`src/rtl/icache_pkg.sv`:
```
// Types and geometry shared by the direct-mapped instruction cache.
// Address split is tag | index | byte offset, one 32-bit word per frame.
package icache_pkg;
  localparam int NSETS = 16;
  localparam int IDX_W = $clog2(NSETS);
  localparam int TAG_W = 32 - 2 - IDX_W;

  typedef logic [31:0] word_t;

  typedef struct packed {
    logic             valid;
    logic [TAG_W-1:0] tag;
    word_t            data;
  } icache_frame_t;

  typedef struct packed {
    logic [TAG_W-1:0] tag;
    logic [IDX_W-1:0] idx;
    logic [1:0]       bytoff;
  } icachef_t;

  typedef enum logic {IDLE, FETCH} icache_state_t;

  function automatic logic [IDX_W-1:0] idx_of(input word_t a);
    icachef_t f;
    f = a;
    return f.idx;
  endfunction

  function automatic logic [TAG_W-1:0] tag_of(input word_t a);
    icachef_t f;
    f = a;
    return f.tag;
  endfunction
endpackage

```
`src/rtl/icache.sv`:
```
// Direct-mapped, one-word-per-frame instruction cache: 0-cycle hit, blocking miss
// that fills from the memory controller and holds the datapath off via ihit=0.
module icache
  import icache_pkg::*;
(
  input  logic        CLK,
  input  logic        nRST,
  input  logic        imemREN,
  input  logic [31:0] imemaddr,
  output logic        ihit,
  output logic [31:0] imemload,
  output logic        iREN,
  output logic [31:0] iaddr,
  input  logic        iwait,
  input  logic [31:0] iload
);

  icache_frame_t [NSETS-1:0] r_frames;
  icache_state_t             r_state;
  word_t                     r_miss_addr;

  icache_frame_t w_frame;
  logic          w_hit;

  always_comb begin
    w_frame  = r_frames[idx_of(imemaddr)];
    w_hit    = imemREN && (r_state == IDLE) && w_frame.valid &&
               (w_frame.tag == tag_of(imemaddr));
    ihit     = w_hit;
    imemload = w_frame.data;
    iREN     = (r_state == FETCH);
    iaddr    = (r_state == FETCH) ? r_miss_addr : '0;
  end

  // Tag and data need no reset; only valid bits are cleared so a reset mid-fill
  // leaves no partially written frame visible.
  always_ff @(posedge CLK or negedge nRST) begin
    if (!nRST) begin
      r_state     <= IDLE;
      r_miss_addr <= '0;
      for (int i = 0; i < NSETS; i++) r_frames[i].valid <= 1'b0;
    end else begin
      case (r_state)
        IDLE: begin
          if (imemREN && !w_hit) begin
            r_state     <= FETCH;
            r_miss_addr <= {imemaddr[31:2], 2'b00};
          end
        end
        FETCH: begin
          // Fill always targets the latched miss address, even after a redirect.
          if (!iwait) begin
            r_frames[idx_of(r_miss_addr)] <= '{valid: 1'b1,
                                               tag:   tag_of(r_miss_addr),
                                               data:  iload};
            r_state <= IDLE;
          end
        end
        default: r_state <= IDLE;
      endcase
    end
  end

endmodule
```
`config.mk`:
```
export PLATFORM = sky130hd
export DESIGN_NAME = icache
export DESIGN_NICKNAME = d
export VERILOG_FILES = /design/src/rtl/icache_pkg.sv /design/src/rtl/icache.sv
export SDC_FILE = /design/constraint.sdc
export NUM_CORES = 1
export LEC_CHECK = 0
export CAP_MARGIN = 10
export CELL_PAD_IN_SITES_DETAIL_PLACEMENT = 0
export CELL_PAD_IN_SITES_GLOBAL_PLACEMENT = 1
export CORE_MARGIN = 3
export CORE_UTILIZATION = 49
export CTS_CLUSTER_DIAMETER = 200
export CTS_CLUSTER_SIZE = 28
export DETAILED_ROUTE_END_ITERATION = 8
export GPL_ROUTABILITY_DRIVEN = 0
export MAX_ROUTING_LAYER = met4
export PLACE_DENSITY_LB_ADDON = 0.1
export SYNTH_ARGS = -nofsm -noshare
export SYNTH_HDL_FRONTEND = slang
export SYNTH_SLANG_ARGS = --single-unit
```
`constraint.sdc`:
```
create_clock -name CLK -period 5.6 [get_ports CLK]
set_clock_uncertainty 0.15 [all_clocks]
set_input_delay 1.4 -clock CLK [delete_from_list [all_inputs] [get_ports CLK]]
set_output_delay 1.4 -clock CLK [all_outputs]
set_load 0.05 [all_outputs]
```
# Word level (Yosys, flattened, before mapping)
# Cells that the tools add are included.
# Widths: inputs -> output; s select.
[totals] in_bits=68 output_inout_bits=66 ff_bits=975
[op_classes] bitwise_logic=2 muxes=9 reduce_logical=9 order_cmp=3 n_eq_ne=1
[ops] operator="$bwmux 944" n=1
[ops] operator="$bmux 59 s4" n=1
[ops] operator="$demux 59 s4" n=1
[ops] operator="$mux 59" n=2
[ops] operator="$mux 32" n=1
[ops] operator="$eq 26x26->1" n=1
[ops] operator="$lt 4x5->1 const B" n=2
[ops] operator="$logic_and 1x1->1" n=5
[ops] operator="$ge 4x1->1 const B" n=1
[ops] operator="$reduce_and 2->1" n=2
[ops] operator="$reduce_and 3->1" n=1
[ops] operator="$mux 1" n=2
[ops] operator="$not 1->1" n=2
[ops] operator="$pmux 1 s2" n=1
[ops] operator="$logic_not 1->1" n=1

# Longest topological paths before layout
[logic_depth] ltp_word=8 ltp_mapped=14 depth_no_buf=8

# Worst setup path before layout
# No wires, ideal clock.
[synth_path] kind="input to output" from="input imemaddr[3]" to="output ihit" t_required_ns=4.050 n_path_buf=4 arrival_time_ns=5.075 cell_stages=12 slack_ns=-1.025 path_cell_list="buf_2 buf_4 buf_2 clkbuf_1 mux4_2 a22oi_1 nand2_1 xnor2_1 nand2_1 a2111oi_0 nand4_1 nor4_1"
[synth_between] elab_chain_cells=4
[synth_rtl] item="start: declaration" line="icache.sv:9" source="input logic [31:0] imemaddr,"
[synth_rtl] item="$bmux 59 s4 *" line="icache.sv:26" source="w_frame = r_frames[idx_of(imemaddr)];"
[synth_rtl] item="$mux 59 (implied by the code) *" line="icache.sv:26"
[synth_rtl] item="$eq 26x26->1 / $logic_and 1x1->1 (equally long branches)" line="icache.sv:28, icache.sv:27"
[synth_rtl] item="$logic_and 1x1->1 *" line="icache.sv:27" source="w_hit = imemREN && (r_state == IDLE) && w_frame.valid &&"
[synth_rtl] item="end: declaration" line="icache.sv:10" source="output logic ihit,"
# Mark *: on every way between the ends. The rest lies on a longest branch, timed or not. The select of a mux whose other input is x is not followed.

# Final worst setup path
[layout_path] from="input imemaddr[4]" to="output ihit"
# The elaborated chain is that of the path after synthesis.

==> impl_metrics.json <==
{
  "finalWirelength_um": 93710,
  "proportion_of_power_drawn_by_combinational_gates_pct": 11.1,
  "worst-r2r-cell-count": 10,
  "hold_viol": 0,
  "timing.setup.critical_path_class": "in2out",
  "cts-htree-levels": 2,
  "crit_start": "imemaddr[4]",
  "clk_latency_ns": 0.62,
  "timing.final.crit_share_pct": 100.8,
  "grt_setup_unrepaired": "true",
  "crit_path_end_kind": "primary output",
  "clk_pin_slew_worst_paths_ns": 0.11,
  "die-area_um2": 81890,
  "synth.cell_area_um2": 38460,
  "route.vias.total": 18735,
  "grt_use_total_pct": 23.77,
  "worst_slew_pin_tran_ns": 1.049,
  "clkSinkCount": 975,
  "number_of_nets_in_the_layout": 2106,
  "post_synth_num_cell_types": 70,
  "chipWidth_um": 286.2,
  "grt_pass1_wl_um": 136000,
  "seqPwrFrac_pct": 63.3,
  "global_route.overflow_total": 0,
  "cts_made_buffers": 40,
  "synthToLayoutAreaGrowth_pct": 13.62,
  "hold_start": "r_frames[412]",
  "i_o_pins": 134,
  "drt_iter0_markers": 2011,
  "finalSetupViolations": 1,
  "detail_route.vias_per_cell": 6.055,
  "worst_ep_required_time_ns": 4.05,
  "maxSlewHeadroom_pct": 30.07,
  "seq_area_frac_synth_pct": 75.51,
  "run_status": "finished with violations",
  "layout-drive-gt1-share_pct": 28.41,
  "post_syn_area_per_cell_um2": 21.77,
  "detailed_place.area_um2": 42400,
  "place.detailed.hpwl_um": 56570,
  "power.static_leakage_nw": 14.11,
  "arrival_ns": 4.09,
  "effective_utilization_at_floorplan_pct": 49.57,
  "initial_antenna_violation_count": 2,
  "synthesized_instance_count": 1767,
  "yosys_most_used_dff": "edfxtp_1",
  "timing.rr.start": "r_frames[346]",
  "pins_over_their_slew_limit": 0,
  "synth_edf_count": 928,
  "final_common_cell": "edfxtp_1",
  "holdCritPathClass": "reg2reg",
  "dr_wl_met2_um": 47530,
  "final_cell_area_um2": 43700,
  "fraction_of_power_spent_switching_nets_pct": 23.82,
  "fin_worst_hold_slack_ns": 0.3157,
  "number_of_global_route_vias_before_repair": 19439,
  "antenna_left": 0,
  "min_delay_path_depth": 1,
  "clock_buffer_depth": 3,
  "slack_of_the_critical_path_ns": -0.04234,
  "min_period_ns": 5.642,
  "highest_ir_drop_seen_on_vdd_uv": 239.8,
  "die_y_um": 286.2,
  "path_max_fanout": 13,
  "clock_tree_from_tritoncts": "built",
  "detail_route.drc_violations": 0,
  "clk_root_buffer_cell": "clkbuf_16",
  "postSynthRegisterBits": 975,
  "route.detailed.wl_per_inst_um": 30.29,
  "commonest_cells_after_routing_fill_and_taps_aside": "edfxtp_1, mux4_2, buf_4, clkdlybuf4s50_1, mux2i_1",
  "pwr-share-clk_pct": 25.5,
  "synth-warning-count": 0,
  "net-switching-power_mw": 3.240,
  "drt_first_pass_iters": 5,
  "cellPowerDensity_nw_per_um2": 311.2,
  "timing.fmax_mhz": 177.2,
  "dr.max_layer_used": "met4",
  "startpoint_type": "primary input",
  "failing_checks": "setup timing",
  "maxCapViolCount": 0,
  "port_buffers": 129,
  "core-area_um2": 77590,
  "met3RoutedLength_um": 4632,
  "postSynth.asyncResetShare_pct": 4.821,
  "cellInternalPower_mw": 10.36,
  "postCtsHoldBufs": 0,
  "route.layer.met1.wl_um": 39620,
  "grt_max_degree": 69,
  "placement_rows": 102
}
state kept, by name, summed over array words and instances (netlist names):
register	flops
iREN	1
r_miss_addr	30
r_frames	944
power groups by stage:
stage                     Sequential [mW]  Combinational [mW]  Clock, mW
after floorplan                      8.67               0.924          0
final                                8.61                1.52       3.47
after global placement               8.75                1.50          0
after CTS                            8.61                1.53       3.57
after global routing                 8.66                1.60       3.82
after detailed placement             8.78                1.52          0
synthesized netlist by cell type, drive strengths merged, types with 3 or more instances:
cell type  number  area share (%)
a2111oi         3           0.068
a211oi          4           0.078
a21o           16            0.31
a21oi           4           0.052
a221o          16            0.42
a221oi         13            0.30
a22oi           9            0.18
a31oi           4           0.081
and2           35            0.57
and3            4           0.065
buf            55             1.2
clkbuf         34            0.33
dfrtp          47             3.1
edfxtp        928              72
inv            15            0.15
mux2           43             1.3
mux2i          71             1.8
mux4          236              14
nand2          27            0.26
nand2b         13            0.21
nand3          10            0.13
nand3b          3           0.059
nand4           7            0.11
nor2           45            0.44
nor2b          11            0.18
nor3           13            0.17
nor4            4           0.081
nor4b           3           0.068
o2111ai         5            0.11
o211ai          3           0.059
o21ai          10            0.13
o21bai          5           0.098
o22ai           6           0.098
o31ai           3           0.059
o32ai           5            0.11
or3b            3           0.068
or4             4           0.078
xnor2          15            0.34
xor2            6            0.14
final timing paths:
| kind | slack, ns | end |
|---|---|---|
| worst max-delay path | -0.04 | ihit |
| worst min-delay path | 0.32 | r_frames[412] |
| worst max register to register | 2.16 | r_miss_addr[24] |
| worst min register to register | 0.32 | r_frames[412] |
| max in group asynchronous | 3.78 | r_miss_addr[11] |
| min in group asynchronous | 0.49 | r_miss_addr[27] |
metal layers:
layer,vias up,track usage (%)
met5,-,-
met1,10172,32.95
li1,7921,-
met2,534,38.86
met3,108,2.621
met4,0,5.041
kinds of logic (layout without fill, tap and decap cells):
kind of cell           count (synthesis)  count (layout)  share of synthesized area, %
flip-flops                           975             975                         75.51
multiplexers                         350             350                         17.10
AND/OR/NAND/NOR                      193             193                         2.729
AO/OA/AOI/OAI                        120             120                         2.489
buffers and inverters                107             391                         1.685
XOR/XNOR                              21              21                        0.4782
other                                  1               4                      0.009750
cell type report:
class,count,area (um2)
repair buffers,319,3124
well taps,1040,1301
multi-input cells,686,9041
fillers,5901,33890
diodes,2,5.005
flip-flops and latches,975,29040
inverters,16,62.56
clock buffers,53,1071
clock inverters,3,53.80
worst max-delay path: stages:
cell,delay (ns)
buf_6,0.15
and2_1,0.23
buf_4,0.19
buf_4,0.16
a221oi_2,0.35
a21oi_4,0.06
and2_1,0.19
a211oi_1,0.22
nand4_1,0.15
a2111o_1,0.35
nor4_4,0.44
buf_12,0.19
what timing repair did:
action                     in CTS  in global routing
setup endpoints to repair       1                  1
gates resized for setup        12                 17
pin swaps                       2                  4
setup buffers                   3                  0
through the flow:
stage / power (mW) / cells / util (%) / setup slack (ns) / setup TNS [ns]
2_1_floorplan: 9.590 / 1768 / - / -0.07785 / -0.07785
3_3_place_gp: 10.25 / 3033 / 54.65 / -0.1401 / -0.1401
3_5_place_dp: 10.29 / 3033 / 54.65 / -0.1658 / -0.1658
4_1_cts: 13.71 / 3092 / 56.21 / 0.006566 / 0
5_1_grt: 14.08 / 3094 / 56.32 / -0.08133 / -0.08133
6_report: 13.60 / 3094 / 56.32 / -0.04234 / -0.04234
No activity file was read; power rests on OpenSTA's default activity.
